`src/rtl/sel_packer_pkg.sv`:
```
// Shared types and constants for the beat-serial field packer.
// Holds the FSM state encoding and the beat-counter sizing.
package sel_packer_pkg;

  typedef enum logic {
    COLLECT = 1'b0,
    HOLD    = 1'b1
  } state_e;

  localparam int          BEAT_W   = 4;
  localparam logic [3:0]  BEAT_MAX = 4'd15;

endpackage

```
`src/rtl/sel_insert.sv`:
```
// Masked insert of an unsigned slice into an accumulator at a bit offset.
// Ports: acc_i/field_i/offset_i in; acc_o (updated word), clip_o (slice overran word) out.
module sel_insert #(
  parameter int WORD_W  = 8,
  parameter int FIELD_W = 4,
  parameter int OFF_W   = 3
) (
  input  logic [WORD_W-1:0]  acc_i,
  input  logic [FIELD_W-1:0] field_i,
  input  logic [OFF_W-1:0]   offset_i,
  output logic [WORD_W-1:0]  acc_o,
  output logic               clip_o
);

  logic [OFF_W-1:0] idx;

  always_comb begin
    acc_o = acc_i;
    idx   = '0;
    for (int i = 0; i < FIELD_W; i++) begin
      idx = offset_i + OFF_W'(i);
      // bits past the top of the word are dropped
      if (int'(offset_i) + i < WORD_W)
        acc_o[idx] = field_i[i];
    end
  end

  // flagged on position alone, whatever the dropped bits hold
  assign clip_o = (int'(offset_i) + FIELD_W) > WORD_W;

endmodule

```
`src/rtl/sel_packer.sv`:
```
// Beat-serial field packer: builds a word from offset slices, emits it
// sign- and zero-extended. Ports: in_* beat stream, out_* word stream.
module sel_packer
  import sel_packer_pkg::*;
#(
  parameter int WORD_W  = 8,
  parameter int FIELD_W = 4,
  parameter int OUT_W   = 32,
  localparam int OFF_W  = $clog2(WORD_W)
) (
  input  logic               clk,
  input  logic               rst_n,
  input  logic               in_valid,
  output logic               in_ready,
  input  logic [FIELD_W-1:0] in_field,
  input  logic [OFF_W-1:0]   in_offset,
  input  logic               in_last,
  output logic               out_valid,
  input  logic               out_ready,
  output logic [OUT_W-1:0]   out_sword,
  output logic [OUT_W-1:0]   out_zword,
  output logic               out_clip,
  output logic [BEAT_W-1:0]  out_beats
);

  state_e              state_q;
  logic [WORD_W-1:0]   acc_q, acc_d;
  logic                clip_q, clip_d, ins_clip;
  logic [BEAT_W-1:0]   beats_q, beats_d;
  logic                vld_q;
  logic [OUT_W-1:0]    sword_q, zword_q;
  logic [OUT_W-1:0]    sword_d, zword_d;
  logic                oclip_q;
  logic [BEAT_W-1:0]   obeats_q;
  logic                accept, drain;

  sel_insert #(
    .WORD_W  (WORD_W),
    .FIELD_W (FIELD_W),
    .OFF_W   (OFF_W)
  ) u_ins (
    .acc_i    (acc_q),
    .field_i  (in_field),
    .offset_i (in_offset),
    .acc_o    (acc_d),
    .clip_o   (ins_clip)
  );

  assign in_ready = (state_q == COLLECT) || out_ready;
  assign accept   = in_valid && in_ready;
  assign drain    = vld_q && out_ready;

  always_comb begin
    clip_d  = clip_q | ins_clip;
    beats_d = (beats_q == BEAT_MAX) ? beats_q : beats_q + 1'b1;
    // sign comes from the whole word, never from the slice
    sword_d = OUT_W'($signed(acc_d));
    zword_d = OUT_W'(acc_d);
  end

  always_ff @(posedge clk or negedge rst_n) begin
    if (!rst_n) begin
      state_q  <= COLLECT;
      acc_q    <= '0;
      clip_q   <= 1'b0;
      beats_q  <= '0;
      vld_q    <= 1'b0;
      sword_q  <= '0;
      zword_q  <= '0;
      oclip_q  <= 1'b0;
      obeats_q <= '0;
    end else if (accept && in_last) begin
      state_q  <= HOLD;
      vld_q    <= 1'b1;
      sword_q  <= sword_d;
      zword_q  <= zword_d;
      oclip_q  <= clip_d;
      obeats_q <= beats_d;
      acc_q    <= '0;
      clip_q   <= 1'b0;
      beats_q  <= '0;
    end else if (accept) begin
      // also covers a non-last beat taken while HOLD drains
      state_q  <= COLLECT;
      vld_q    <= vld_q && !out_ready;
      acc_q    <= acc_d;
      clip_q   <= clip_d;
      beats_q  <= beats_d;
    end else if (drain) begin
      state_q  <= COLLECT;
      vld_q    <= 1'b0;
    end
  end

  assign out_valid = vld_q;
  assign out_sword = sword_q;
  assign out_zword = zword_q;
  assign out_clip  = oclip_q;
  assign out_beats = obeats_q;

endmodule

```
`config.mk`:
```
export PLATFORM = sky130hd
export DESIGN_NAME = sel_packer
export DESIGN_NICKNAME = d
export VERILOG_FILES = /design/src/rtl/sel_packer_pkg.sv /design/src/rtl/sel_insert.sv /design/src/rtl/sel_packer.sv
export SDC_FILE = /design/constraint.sdc
export NUM_CORES = 1
export LEC_CHECK = 0
export CORE_UTILIZATION = 46
export DETAILED_ROUTE_END_ITERATION = 8
export PLACE_DENSITY_LB_ADDON = 0.25
export SYNTH_ARGS = -nofsm -noshare
export SYNTH_HDL_FRONTEND = slang
export SYNTH_SLANG_ARGS = --single-unit
```
`constraint.sdc`:
```
create_clock -name clk -period 1.82 [get_ports clk]
set_input_delay 0.364 -clock clk [delete_from_list [all_inputs] [get_ports clk]]
set_output_delay 0.364 -clock clk [all_outputs]
set_load 0.03 [all_outputs]
```
==> results.json <==
{
  "vias_per_cell": 5.171,
  "drt_iter0_drc": 185,
  "clkTransAtPathRegs_ns": 0.09,
  "synth_most_common_cell": "buf_4",
  "setup_slack_ns": 0.08947,
  "clock_skew_ns": 0.004230,
  "grt_antenna_before_repair": 0,
  "drc": 0,
  "arrival_ns": 1.37,
  "finalMaxSlewViolations": 0,
  "synth.top_cell.area_share": 0.2921,
  "pin_count": 83,
  "cts_root_buf": "clkbuf_8",
  "area_delta_synth_final_pct": 28.17,
  "preCtsSetupSlack_ns": -0.6745,
  "die_y_um": 74.21,
  "crit_type": "flip-flop to output port",
  "seq_power_share": 0.295,
  "cts_buffer_depth": 2,
  "syn_area_mm2": 0.002399,
  "slowest_delay_ns": 0.69,
  "leakage_uw": 0.001446,
  "hold_viol_final": 0,
  "dp_hpwl_mm": 4.137,
  "hold_path.class": "input pin to asynchronous set/reset pin",
  "crit_start": "out_sword[0]$_DFFE_PN0P_",
  "grt_use_total": 0.2058,
  "wirelength_mm": 5.623,
  "die_w_um": 74.21,
  "pwr_density_cell_mw_per_mm2": 905.8,
  "synth_warnings": 0,
  "core_mm2": 0.004880,
  "cp_max_fo": 3,
  "clockPowerShare": 0.119,
  "syn-mean-instance-area_um2": 8.597,
  "setup_tns_ns": 0,
  "p_sw_uw": 1250,
  "drive_gt1_frac": 0.3274,
  "tritoncts": "built",
  "synthFlopType": "dfrtp_1",
  "worst_setup_path_end_kind": "output port",
  "cp.buffers_inverters": 1,
  "cap_viol_max_count": 0,
  "cts_made_buffers": 3,
  "ys_ff_latch": 28,
  "switching_share": 0.4489,
  "clock.fmax_mhz": 577.9,
  "wl_per_cell_um": 13.95,
  "crit_required_ns": 1.46,
  "fin_crit_sh": 0.9508,
  "ctsHtreeMaxLevel": 1,
  "reg2reg_slack_ns": 0.41,
  "dieArea_mm2": 0.005507,
  "vias": 2084,
  "start_util": 0.4915,
  "hold_ws_ns": 0.4593,
  "cp-start-kind": "flip-flop",
  "rr_worst_depth": 5,
  "seq_area_frac_synth": 0.2921,
  "yosys-top-cells-area": "dfrtp_1 29%, buf_4 18%, mux2i_1 4.2%",
  "synth_commonest_cells": "58 x buf_4, 28 x dfrtp_1, 26 x nand2_1",
  "portBuffers": 58,
  "status": "complete, no violations",
  "gp_congestion": 0.8935,
  "synth-edff-count": 0,
  "synth_cell_types": 55,
  "dr.pass1.iters": 4,
  "finish.net_count": 354,
  "crit_end": "out_sword[0]",
  "ant_nets": 0,
  "ctsHoldBuffers": 0,
  "r2r-start": "acc_q[3]$_DFFE_PN0P_",
  "grt-ovfl-total": 0,
  "comb_power_share": 0.586,
  "cp.depth": 1,
  "cp_cell_sequence": "clkdlybuf4s50_1",
  "diodes": 0,
  "p_int_uw": 1535,
  "rsz0062_at_grt": "false",
  "cp_top_family": "buffers and inverters",
  "synth-async-reset-ratio": 1.000,
  "synth_top_cell_by_area": "dfrtp_1",
  "insertion_delay_ns": 0.27,
  "worst_path_max_delay_cell": "clkdlybuf4s50_1",
  "fin_util": 0.6300,
  "cts.sinks": 28,
  "p_total_uw": 2785,
  "grt_pass1_wl_mm": 8.694,
  "grt_pass1_vias": 1820,
  "finalSetupViolations": 0,
  "vdd_drop_max_mv": 0.6536,
  "r2r_end": "out_sword[3]$_DFFE_PN0P_",
  "rows": 25,
  "netlist_instances": 279,
  "fin_crit_ns": 1.731,
  "grt_start_max_net_pins": 29
}
## flip-flops by register name (all words and copies together) (netlist names)
signal / flops
state_q: 1
acc_q: 8
out_valid: 1
beats_q: 4
out_clip: 1
clip_q: 1
out_beats: 4
out_sword: 8
## stage by stage
| step | std cells | area [um^2] |
|---|---|---|
| after floorplan | 302 | 2545 |
| after global placement | 396 | 2914 |
| after detailed placement | 396 | 2914 |
| after CTS | 400 | 3027 |
| after global routing | 403 | 3074 |
| final | 403 | 3074 |
## worst min path at each step
stage                     slack, ns                  endpoint
after floorplan                0.07      acc_q[0]$_DFFE_PN0P_
after global placement         0.47  out_beats[0]$_DFFE_PN0P_
after detailed placement       0.47  out_beats[3]$_DFFE_PN0P_
after CTS                      0.47  out_beats[0]$_DFFE_PN0P_
after global routing           0.48  out_sword[7]$_DFFE_PN0P_
final                          0.46  out_beats[3]$_DFFE_PN0P_
## final cells by class
| type | count | area, um^2 |
|---|---|---|
| clock buffers | 3 | 41.29 |
| flip-flops and latches | 28 | 700.7 |
| multi-input cells | 192 | 1301 |
| inverters | 8 | 41.29 |
| repair buffers | 105 | 905.9 |
| fillers | 428 | 1805 |
| well taps | 67 | 83.83 |
## logic make-up (layout without fill, tap and decap cells)
family / Yosys count / in the layout / share of synthesized area
fa+ha+maj: 4 / 4 / 0.02087
mux: 15 / 15 / 0.06677
simple gates: 81 / 81 / 0.1883
xor+xnor: 2 / 2 / 0.007304
flops: 28 / 28 / 0.2921
compound gates: 66 / 66 / 0.1789
other cells: 1 / 24 / 0.001563
buf+inv: 82 / 116 / 0.2441
## power by group through the flow
stage                     sequential (uW)  clock, uW  combinational [uW]
after CTS                             822        338                1610
final                                 820        331                1630
after global placement                830          0                1570
after global routing                  835        354                1730
after floorplan                       980          0                1080
after detailed placement              832          0                1590
## layout by cell type (no fill, tap or decap), types with 3 or more instances in the layout
| cell type | n |
|---|---|
| or3_1 | 3 |
| o21ai_0 | 19 |
| o31ai_1 | 3 |
| inv_1 | 4 |
| mux2i_1 | 10 |
| clkdlybuf4s50_1 | 28 |
| buf_2 | 3 |
| o21ai_1 | 6 |
| conb_1 | 24 |
| clkbuf_8 | 3 |
| nand2b_1 | 6 |
| nor2b_1 | 4 |
| nand3b_1 | 3 |
| nor3b_2 | 4 |
| dfrtp_1 | 28 |
| a22o_1 | 5 |
| nand3_1 | 6 |
| buf_4 | 68 |
| a21oi_1 | 10 |
| nor2_1 | 8 |
| nand2_1 | 26 |
## per-layer routing
metal  up-vias  share of wire  track usage
met5         -              0            0
met4         0          0.018      0.06080
met3        10          0.065      0.03523
met2        95           0.47       0.3333
met1       973           0.45       0.2834
li1       1006              -            -
## timing repair
item,CTS,global route
pin swaps,2,8
buffers inserted,0,3
resized for setup,15,14
setup endpoints to repair,16,9
gates cloned,1,0
Note: power is estimated with default switching activity, not from simulation.
